## src/rtl/sw_score_collector_pkg.sv

```systemverilog
`default_nettype none
// ============================================================================
// Module   : sw_score_collector_pkg
// Brief    : Shared widths and FSM encoding for the score collector.
// Revision : 1.0 - initial release
// ============================================================================
package sw_score_collector_pkg;

   localparam int SC_DATA_WIDTH   = 16;
   localparam int SC_ARRAY_LENGTH = 64;
   localparam int SC_ROW_WIDTH    = 11;
   localparam int SC_COL_WIDTH    = 7;

   typedef logic [1:0] state_t;

   localparam state_t ST_IDLE    = 2'd0;
   localparam state_t ST_COLLECT = 2'd1;
   localparam state_t ST_REPORT  = 2'd2;

endpackage
`default_nettype wire

```

## src/rtl/sw_score_collector_cmp.sv

```systemverilog
`default_nettype none
// ============================================================================
// Module   : sm_greater
// Brief    : Strict sign-magnitude greater-than; +0 and -0 compare equal.
// Revision : 1.0 - initial release
// ============================================================================
module sm_greater #(
   parameter int WIDTH = 16
) (
   input  logic [WIDTH-1:0] a,
   input  logic [WIDTH-1:0] b,
   output logic             gt
);

   logic             a_neg;
   logic             b_neg;
   logic [WIDTH-2:0] a_mag;
   logic [WIDTH-2:0] b_mag;

   assign a_neg = a[WIDTH-1];
   assign b_neg = b[WIDTH-1];
   assign a_mag = a[WIDTH-2:0];
   assign b_mag = b[WIDTH-2:0];

   always_comb begin
      gt = 1'b0;
      if (!a_neg && b_neg) begin
         // positive beats negative unless both are a signed zero
         gt = (a_mag != '0) || (b_mag != '0);
      end else if (!a_neg && !b_neg) begin
         gt = a_mag > b_mag;
      end else if (a_neg && b_neg) begin
         gt = a_mag < b_mag;
      end
   end

endmodule
`default_nettype wire

```

## src/rtl/sw_score_collector.sv

```systemverilog
`default_nettype none
// ============================================================================
// Module   : sw_score_collector
// Brief    : Tracks the first-occurring maximum cell score of an alignment
//            and reports it over a valid/ready handshake.
// Revision : 1.0 - initial release
// ============================================================================
module sw_score_collector
   import sw_score_collector_pkg::*;
#(
   parameter int DATA_WIDTH = SC_DATA_WIDTH,
   parameter int ROW_WIDTH  = SC_ROW_WIDTH,
   parameter int COL_WIDTH  = SC_COL_WIDTH
) (
   input  logic                          clk,
   input  logic                          rst,
   input  logic                          i_start,
   input  logic                          i_valid,
   input  logic [DATA_WIDTH-1:0]         i_score,
   input  logic                          i_row_end,
   input  logic                          i_last,
   output logic                          o_busy,
   output logic                          o_valid,
   input  logic                          i_ready,
   output logic [DATA_WIDTH-1:0]         o_max,
   output logic [ROW_WIDTH-1:0]          o_row,
   output logic [COL_WIDTH-1:0]          o_col,
   output logic [ROW_WIDTH+COL_WIDTH-1:0] o_cells
);

   state_t               state;
   state_t               state_nxt;
   logic [ROW_WIDTH-1:0] row_cnt;
   logic [COL_WIDTH-1:0] col_cnt;
   logic                 accept;
   logic                 greater;

   assign accept = (state == ST_COLLECT) && i_valid;

   sm_greater #(
      .WIDTH (DATA_WIDTH)
   ) u_cmp (
      .a  (i_score),
      .b  (o_max),
      .gt (greater)
   );

   always_ff @(posedge clk or posedge rst) begin
      if (rst) begin
         state <= ST_IDLE;
      end else begin
         state <= state_nxt;
      end
   end

   always_comb begin
      state_nxt = state;
      case (state)
         ST_IDLE:    if (i_start)             state_nxt = ST_COLLECT;
         ST_COLLECT: if (i_valid && i_last)   state_nxt = ST_REPORT;
         ST_REPORT:  if (i_ready)             state_nxt = ST_IDLE;
         default:                             state_nxt = ST_IDLE;
      endcase
   end

   always_comb begin
      o_busy  = (state == ST_COLLECT) || (state == ST_REPORT);
      o_valid = (state == ST_REPORT);
   end

   always_ff @(posedge clk or posedge rst) begin
      if (rst) begin
         o_max   <= '0;
         o_row   <= '0;
         o_col   <= '0;
         o_cells <= '0;
         row_cnt <= '0;
         col_cnt <= '0;
      end else if ((state == ST_IDLE) && i_start) begin
         o_max   <= '0;
         o_row   <= '0;
         o_col   <= '0;
         o_cells <= '0;
         row_cnt <= '0;
         col_cnt <= '0;
      end else if (accept) begin
         if (o_cells != '1) begin
            o_cells <= o_cells + 1'b1;
         end
         // strict compare keeps the earliest cell on ties
         if (greater) begin
            o_max <= i_score;
            o_row <= row_cnt;
            o_col <= col_cnt;
         end
         if (i_row_end) begin
            col_cnt <= '0;
            row_cnt <= row_cnt + 1'b1;
         end else begin
            col_cnt <= col_cnt + 1'b1;
         end
      end
   end

endmodule
`default_nettype wire

```

## config.mk

```make
export PLATFORM = sky130hd
export DESIGN_NAME = sw_score_collector
export DESIGN_NICKNAME = d
export VERILOG_FILES = /design/src/rtl/sw_score_collector_pkg.sv /design/src/rtl/sw_score_collector_cmp.sv /design/src/rtl/sw_score_collector.sv
export SDC_FILE = /design/constraint.sdc
export NUM_CORES = 1
export LEC_CHECK = 0
export ABC_AREA = 1
export BUFFER_PORTS_ARGS = -buffer_cell sky130_fd_sc_hd__buf_2
export CAP_MARGIN = 20
export CORE_MARGIN = 2
export CORE_UTILIZATION = 56
export DETAILED_ROUTE_END_ITERATION = 8
export PLACE_DENSITY = 0.77
export SYNTH_ARGS = -nofsm -noshare
export SYNTH_HDL_FRONTEND = slang
export SYNTH_SLANG_ARGS = --single-unit
```

## constraint.sdc

```tcl
create_clock -name clk -period 3.2 [get_ports clk]
set_input_delay 0.64 -clock clk [delete_from_list [all_inputs] [get_ports clk]]
set_output_delay 0.64 -clock clk [all_outputs]
set_load 0.05 [all_outputs]
```

==> results of run 1 <==
-- cells by family (layout without fill, tap and decap cells) --
family / Yosys count / in the layout / synth area share
AND/OR/NAND/NOR: 338 / 338 / 0.3387
buffers and inverters: 107 / 184 / 0.1020
flip-flops: 72 / 72 / 0.4151
AO/OA/AOI/OAI: 53 / 53 / 0.06774
adder cells (fa/ha/maj): 23 / 23 / 0.06630
XOR/XNOR: 5 / 5 / 0.01009
-- tightest hold or removal path: stages (launching register included) --
cell	delay, ns
dfrtp_1	0.35
nand2_1	0.05
nand2_1	0.04
-- final cells by class --
class / count / area [um2] / area share
clock inverters: 5 / 55.05 / 0.01107
inverters: 88 / 330.3 / 0.06643
repair buffers: 80 / 410.4 / 0.08254
clock buffers: 11 / 151.4 / 0.03045
multi-input cells: 419 / 2096 / 0.4215
well taps: 102 / 127.6 / 0.02567
flip-flops and latches: 72 / 1802 / 0.3624
-- stage by stage --
step                      hold WS, ns  power, W  cell area (um2)  instances
after floorplan                0.5130  0.003224             4340        598
after global placement         0.4518  0.003627             4766        761
after detailed placement       0.4590  0.003700             4766        761
after CTS                      0.4782  0.004455             4972        777
after global routing           0.5036  0.004758             4972        777
final                          0.4733  0.004432             4972        777
-- cells in the final DEF (no fill, tap or decap), types with 11 or more instances in the layout --
cell type / count
clkbuf_8: 11
nor3_1: 15
buf_2: 76
o21ai_0: 15
inv_1: 82
ha_1: 23
dfrtp_1: 72
nor2_1: 83
nand2_1: 154
nand3_1: 59
a21oi_1: 19
-- metal layers --
metal  wire (um)  up-vias
li1            -     2038
met1        4559     1934
met2        4839      101
met3         457       17
met4         142        0
met5           0        -
-- flip-flops by register name, summed over array words and instances (netlist names) --
name and cells:
o_col 7, o_row 11, o_cells 18, col_cnt 7, o_max 16, row_cnt 11, state 2
-- worst max path at each step --
| stage | from | end | slack (ns) |
|---|---|---|---|
| 6_report | state[0] | o_row[5] | 0.56 |
| 5_1_grt | state[0] | o_max[3] | 0.28 |
| 4_1_cts | state[0] | o_row[5] | 0.56 |
| 3_5_place_dp | i_score[14] | o_row[5] | 0.53 |
| 3_3_place_gp | i_start | o_row[0] | 0.56 |
| 2_1_floorplan | rst | col_cnt[0] | 0.74 |
-- where the power goes --
group	total (W)	internal, W	switching [W]	leakage [nW]
clock	0.000750	0.000400	0.000351	0.101
combinational	0.00230	0.000550	0.00175	1.63
sequential	0.00139	0.00116	0.000223	0.966
total	0.00443	0.00211	0.00232	2.69
-- cell usage after synthesis --
cell,instances
nand2_1,154
inv_1,83
nor2_1,83
dfrtp_1,72
nand3_1,59
ha_1,23
a21oi_1,19
nor3_1,15
o21ai_0,15
nand4_1,8
o21ai_1,8
buf_2,6
clkbuf_1,6
inv_2,5
xor2_1,5
buf_6,4
o31ai_1,4
nand2_2,3
nand3b_1,3
nor2_2,3
a211oi_1,2
buf_1,2
nand2_4,2
nor3_2,2
a31oi_1,1
and3_1,1
buf_4,1
nand3_2,1
nand3_4,1
nor2_4,1
nor4_1,1
o21ai_2,1
o221ai_1,1
o22a_1,1
o22ai_1,1
or2_2,1
==> metrics.cfg, run 1 <==
[outcome]
status = finished clean

[setup_path]
slowest_delay_ns = 0.43
critPathMostFrequentCell = nand2_1
rr_endpoint = o_row[5]
critPathTopFamily = simple AND/OR/NAND/NOR gates
start_kind = flop
r2r-start = state[0]
path_class = flop to flop
cp-end-kind = flop
path_depth = 9
arrival_ns = 2.93
r2r_slack_ns = 0.56
slowest_stage = nand2_2
r2r_cells = 9
critPathMaxFanout = 35
worst_ep_required_time_ns = 3.49
path_cells = inv_1 > ha_1 > nand2_2 > inv_2 > nor2_2 > nand3_4 > nand2_4 > nand2_1 > nand2_1
crit_buf_inv = 2

[cells_and_area]
antennaDiodeCount = 0
drive_gt1_frac = 0.1733
nNetsFinal = 716
n_fill_cell = 679
syn_to_final_growth_pct = 14.56
final_util = 0.6536

[timing]
tightest_slew_ns = 0.9119
slew_headroom = 0.3921
worst_slack_ns = 0.5617
drv_slew = 0
rsz0062_at_grt = false
setup-violations-final = 0
timing.final.crit_period_ns = 2.638
final-hold-violation-count = 0
finClkSkew_ns = 0.008056
finalSetupTns_ns = 0
fin_crit_sh = 0.8245
fmax_mhz = 379.0

[place]
dp_slack_ns = 0.5312
place_hpwl_mm = 7.091
place_congestion = 0.8690
portBuffers = 76

[global_route]
grt_overflow = 0
grt_pass1_vias = 4003
grt_first_pass_wirelength_mm = 17.26
grt_max_degree = 73
gr-usage-met1 = 0.3154
grt_util_met2 = 0.4308
antenna_found_initial = 0
busiest_layer = met2
grtUsageTotal = 0.2478
grt_use_met3 = 0.03615

[synth]
synth_top_area_frac = 0.4151
synthTopCellsByArea = dfrtp_1, nand2_1, inv_1
ys_seq_area_frac = 0.4151
syn-num-nets = 644
syn_avg_cell_area_um2 = 7.258
yosys.area.top_type = dfrtp_1
ys_warn_count = 0
synth_area_um2 = 4340
syn_inst = 598
ys_ff_latch = 72
ys_types = 36

[clock_tree]
tritoncts = yes
ctsHoldBuffers = 0
post-cts-setup-buffers = 0
clock_latency_ns = 0.36
cts.sinks = 72
root_buffer = clkbuf_8
numCtsBuffers = 9
clkTransAtPathRegs_ns = 0.07
cts_max_level = 3
clock_path_buffers = 2
cts_resized = 0

[run]
maxCapViolations = 0

[die]
die_area_um2 = 8471
die_height_um = 92.04
die-width_um = 92.04
num_rows = 32
coreArea_um2 = 7607
ios = 77
start_util = 0.5706

[route]
drc = 0
dr.first_iter.drc_count = 259
vias_per_cell = 5.264
drtAntennaViolNets = 0
wl_mm = 9.999
num_vias = 4090
first_pass_iters = 4
wl_per_cell_um = 12.87

[pwr]
max-vdd-ir-drop_mv = 0.7451
cellPowerDensity_nw_per_um2 = 891.3
total_leakage_power_nw = 2.693

[worst_hold_path]
hold_start = o_row[7]
hold_class = flop to flop
min_path_cells = 2
hold_path_end = o_row[7]

Note: power is estimated with default switching activity, not from simulation.
==> run 2, diff against run 1 <==
--- a/config.mk
+++ b/config.mk
@@ -5,13 +5,13 @@
 export SDC_FILE = /design/constraint.sdc
 export NUM_CORES = 1
 export LEC_CHECK = 0
-export ABC_AREA = 1
+export ABC_AREA = 0
 export BUFFER_PORTS_ARGS = -buffer_cell sky130_fd_sc_hd__buf_2
 export CAP_MARGIN = 20
 export CORE_MARGIN = 2
-export CORE_UTILIZATION = 56
+export CORE_UTILIZATION = 51
 export DETAILED_ROUTE_END_ITERATION = 8
-export PLACE_DENSITY = 0.77
+export PLACE_DENSITY = 0.74
 export SYNTH_ARGS = -nofsm -noshare
 export SYNTH_HDL_FRONTEND = slang
 export SYNTH_SLANG_ARGS = --single-unit
==> constraint.sdc (replaced) <==
create_clock -name clk -period 2.2 [get_ports clk]
set_input_delay 0.44 -clock clk [delete_from_list [all_inputs] [get_ports clk]]
set_output_delay 0.44 -clock clk [all_outputs]
set_load 0.05 [all_outputs]
==> run 2 against run 1 <==
Clock skew up 0.0037 ns. Via count down 6.3%. Largest power group unchanged. Register-to-register slack worse by 0.54 ns. Critical path depth shrank 1. Combinational power rose by 9.1%. First-iteration DRC count is 29% lower. Worst setup slack got worse by 0.54 ns. Total power increased by 24%. Synthesized cell count shrank 26%. Sequential share of layout area down 2.3 points. Global-route usage is 1.8 points lower.
==> metrics.cfg, run 2 <==
[run]
maxCapViolations = 0  ; unchanged

[timing]
slew_headroom = 0.5427  ; +0.1507
finalSetupTns_ns = 0  ; unchanged
worst_slack_ns = 0.02009  ; -0.5416 ns
finClkSkew_ns = 0.01173  ; +0.003671 ns
fmax_mhz = 458.7  ; +21%
drv_slew = 0  ; unchanged
setup-violations-final = 0  ; unchanged
timing.final.crit_period_ns = 2.180  ; -0.4584 ns
final-hold-violation-count = 0  ; unchanged
fin_crit_sh = 0.9909  ; +0.1664
tightest_slew_ns = 0.6845  ; -0.2274 ns
rsz0062_at_grt = true

[cells_and_area]
regMostFlops = o_cells
drive_gt1_frac = 0.3247  ; +0.1513
largest_register_ffs = 18  ; unchanged
seq_area_um2 = 1819  ; +0.97%
reg_top3 = o_cells: 18 flops, o_max: 16 flops
multi_input_area_um2 = 2322  ; +11%
n_fill_cell = 634  ; -6.6%
layout_commonest_cell = buf_2
final_cell_mix = buf_2, dfrtp_1, nand2_1
nNetsFinal = 580  ; -19%
antennaDiodeCount = 0  ; unchanged
design_area_um2 = 5359  ; +7.8%
syn_to_final_growth_pct = 26.60

[setup_path]
worst_ep_required_time_ns = 2.41  ; -1.08 ns
slowest_delay_ns = 0.41  ; -0.02 ns
crit_buf_inv = 2  ; unchanged
critPathTopFamily = compound AO/OA/AOI/OAI gates
start_kind = flop
slowest_stage = dfrtp_2
critPathMaxFanout = 24  ; -31%
cp-end-kind = flop
arrival_ns = 2.39  ; -0.54 ns
path_class = flop to flop
path_cells = buf_4 > nor4_1 > nand4_1 > o21ai_2 > nand3_4 > buf_12 > o311ai_1 > o41ai_1

[synth]
syn-num-nets = 490  ; -24%
ys_types = 46  ; +28%
ys_seq_area_frac = 0.4257  ; +0.01055
syn_inst = 444  ; -26%
synth_top_area_frac = 0.4257  ; +0.01055
synthTopCellsByArea = dfrtp_1, ha_1, o41ai_1
synthTopCellsByCount = dfrtp_1, nand2_1, nor2_1, o41ai_1, ha_1
synth_flop_cell = dfrtp_1
yosysMostFrequentCell = dfrtp_1
synth_edf_count = 0  ; unchanged
ys_ff_latch = 72  ; unchanged
syn_avg_cell_area_um2 = 9.533  ; +31%
yosys.area.top_type = dfrtp_1
ys_warn_count = 0  ; unchanged
async_reset_ff_frac = 1.000  ; unchanged
synth_area_um2 = 4233  ; -2.5%

[die]
die_area_um2 = 9044  ; +6.8%
die-width_um = 95.10  ; +3.3%
start_util = 0.5204  ; -0.05018
num_rows = 33  ; +3.1%
die_height_um = 95.10  ; +3.3%
coreArea_um2 = 8134  ; +6.9%
ios = 77  ; unchanged

[clock_tree]
clock_path_buffers = 2  ; unchanged
tritoncts = yes
root_buffer = clkbuf_8
post-cts-setup-buffers = 0  ; unchanged
numCtsBuffers = 9  ; unchanged
cts.sinks = 72  ; unchanged
cts_max_level = 3  ; unchanged
clock_latency_ns = 0.36  ; about the same
clkTransAtPathRegs_ns = 0.08  ; about the same

[pwr]
total_leakage_power_nw = 2.460  ; -8.7%
max-vdd-ir-drop_mv = 0.6788  ; -8.9%
cellPowerDensity_nw_per_um2 = 1023  ; +15%

[global_route]
grt_max_degree = 68  ; -6.8%
grt_overflow = 0  ; unchanged
antenna_found_initial = 0  ; unchanged
grt_pass1_vias = 3510  ; -12%
grt_first_pass_wirelength_mm = 16.31  ; -5.5%
grtUsageTotal = 0.2302  ; -0.01761

[route]
num_vias = 3832  ; -6.3%
wl_per_cell_um = 16.05  ; +25%
wl_mm = 10.34  ; +3.4%
drc = 0  ; unchanged
first_pass_iters = 4  ; unchanged
vias_per_cell = 5.950  ; +13%
dr.first_iter.drc_count = 184  ; -29%
drtAntennaViolNets = 0  ; unchanged

[outcome]
status = finished clean

[worst_hold_path]
hold_class = input port to asynchronous set/reset pin

[place]
portBuffers = 76  ; unchanged
place_congestion = 0.8384  ; -3.5%
place_hpwl_mm = 7.105  ; +0.20%
dp_slack_ns = -0.2267  ; -0.7579 ns
placed_area_um2 = 4941  ; +3.7%

==> run 2: cell count changes in the layout (fill, tap and decap cells not counted), sizes merged, moves of 13 or more <==
cell,before,now
o311ai,0,34
nand3,61,10
nor2,87,45
xor2,5,18
o41ai,0,33
inv,88,20
nand2,159,54
buf,80,113
nor3,17,4
==> run 2: area by class of cell <==
| type | count | area share |
|---|---|---|
| clock buffer | 11 | 0.02825 |
| sequential | 72 | 0.3395 |
| multi-input combinational | 317 | 0.4333 |
| tap | 105 | 0.02452 |
| timing repair buffer | 113 | 0.1443 |
| clock inverter | 5 | 0.01471 |
| inverter | 21 | 0.01541 |
==> run 2: logic make-up (layout without fill, tap and decap cells) <==
group,after synthesis,count (layout),share of synthesized area
AOI/OAI and AO/OA,114,114,0.2137
xor gates and xnor gates,24,24,0.04966
adders and majority gates,23,23,0.06799
buffers and inverters,55,150,0.06680
DFF,72,72,0.4257
muxes,2,2,0.004730
and+or+nand+nor,154,154,0.1714
==> run 2: where the power goes <==
part	switching (W)	total, W	internal [W]
Clock	0.000515	0.00121	0.000699
Combinational	0.00173	0.00251	0.000782
Sequential	0.000203	0.00175	0.00155
==> run 2: worst paths after layout <==
| check | start | to | slack, ns | cells after the start |
|---|---|---|---|---|
| max in group asynchronous | rst | o_max[2] | 1.40 | 3 |
| worst min register to register | o_col[0] | o_col[0] | 0.52 | 2 |
| worst min-delay path | rst | o_max[12] | 0.17 | 2 |
| worst max-delay path | o_max[10] | o_row[4] | 0.02 | 8 |
| worst max register to register | o_max[10] | o_row[4] | 0.02 | 8 |
| min in group clk | i_score[3] | o_max[3] | 0.36 | 3 |
==> run 2: per-stage QoR <==
| stage | total power [W] | instances | util | hold slack [ns] |
|---|---|---|---|---|
| global route | 0.005795 | 644 | 0.6588 | 0.2123 |
| global placement | 0.004042 | 628 | 0.6074 | 0.5164 |
| floorplan | 0.003413 | 444 | - | 0.5045 |
| finish | 0.005481 | 644 | 0.6588 | 0.1714 |
| detailed placement | 0.004118 | 628 | 0.6074 | 0.5162 |
| CTS | 0.005351 | 644 | 0.6381 | 0.1993 |
==> run 2: metal layers <==
layer,global-route usage,up-vias,part of all wire
met2,0.3662,87,0.49
li1,-,1844,-
met3,0.05771,12,0.046
met1,0.3084,1889,0.45
met4,0.07609,0,0.012
met5,0,-,0
==> run 2: timing repair <==
item | CTS | global route
hold endpoints to repair | 0 | 0
gates cloned | 0 | 0
gates resized for setup | 5 | 44
endpoints found under the setup margin | 19 | 34
pin swaps | 0 | 2
hold buffers | 0 | 0
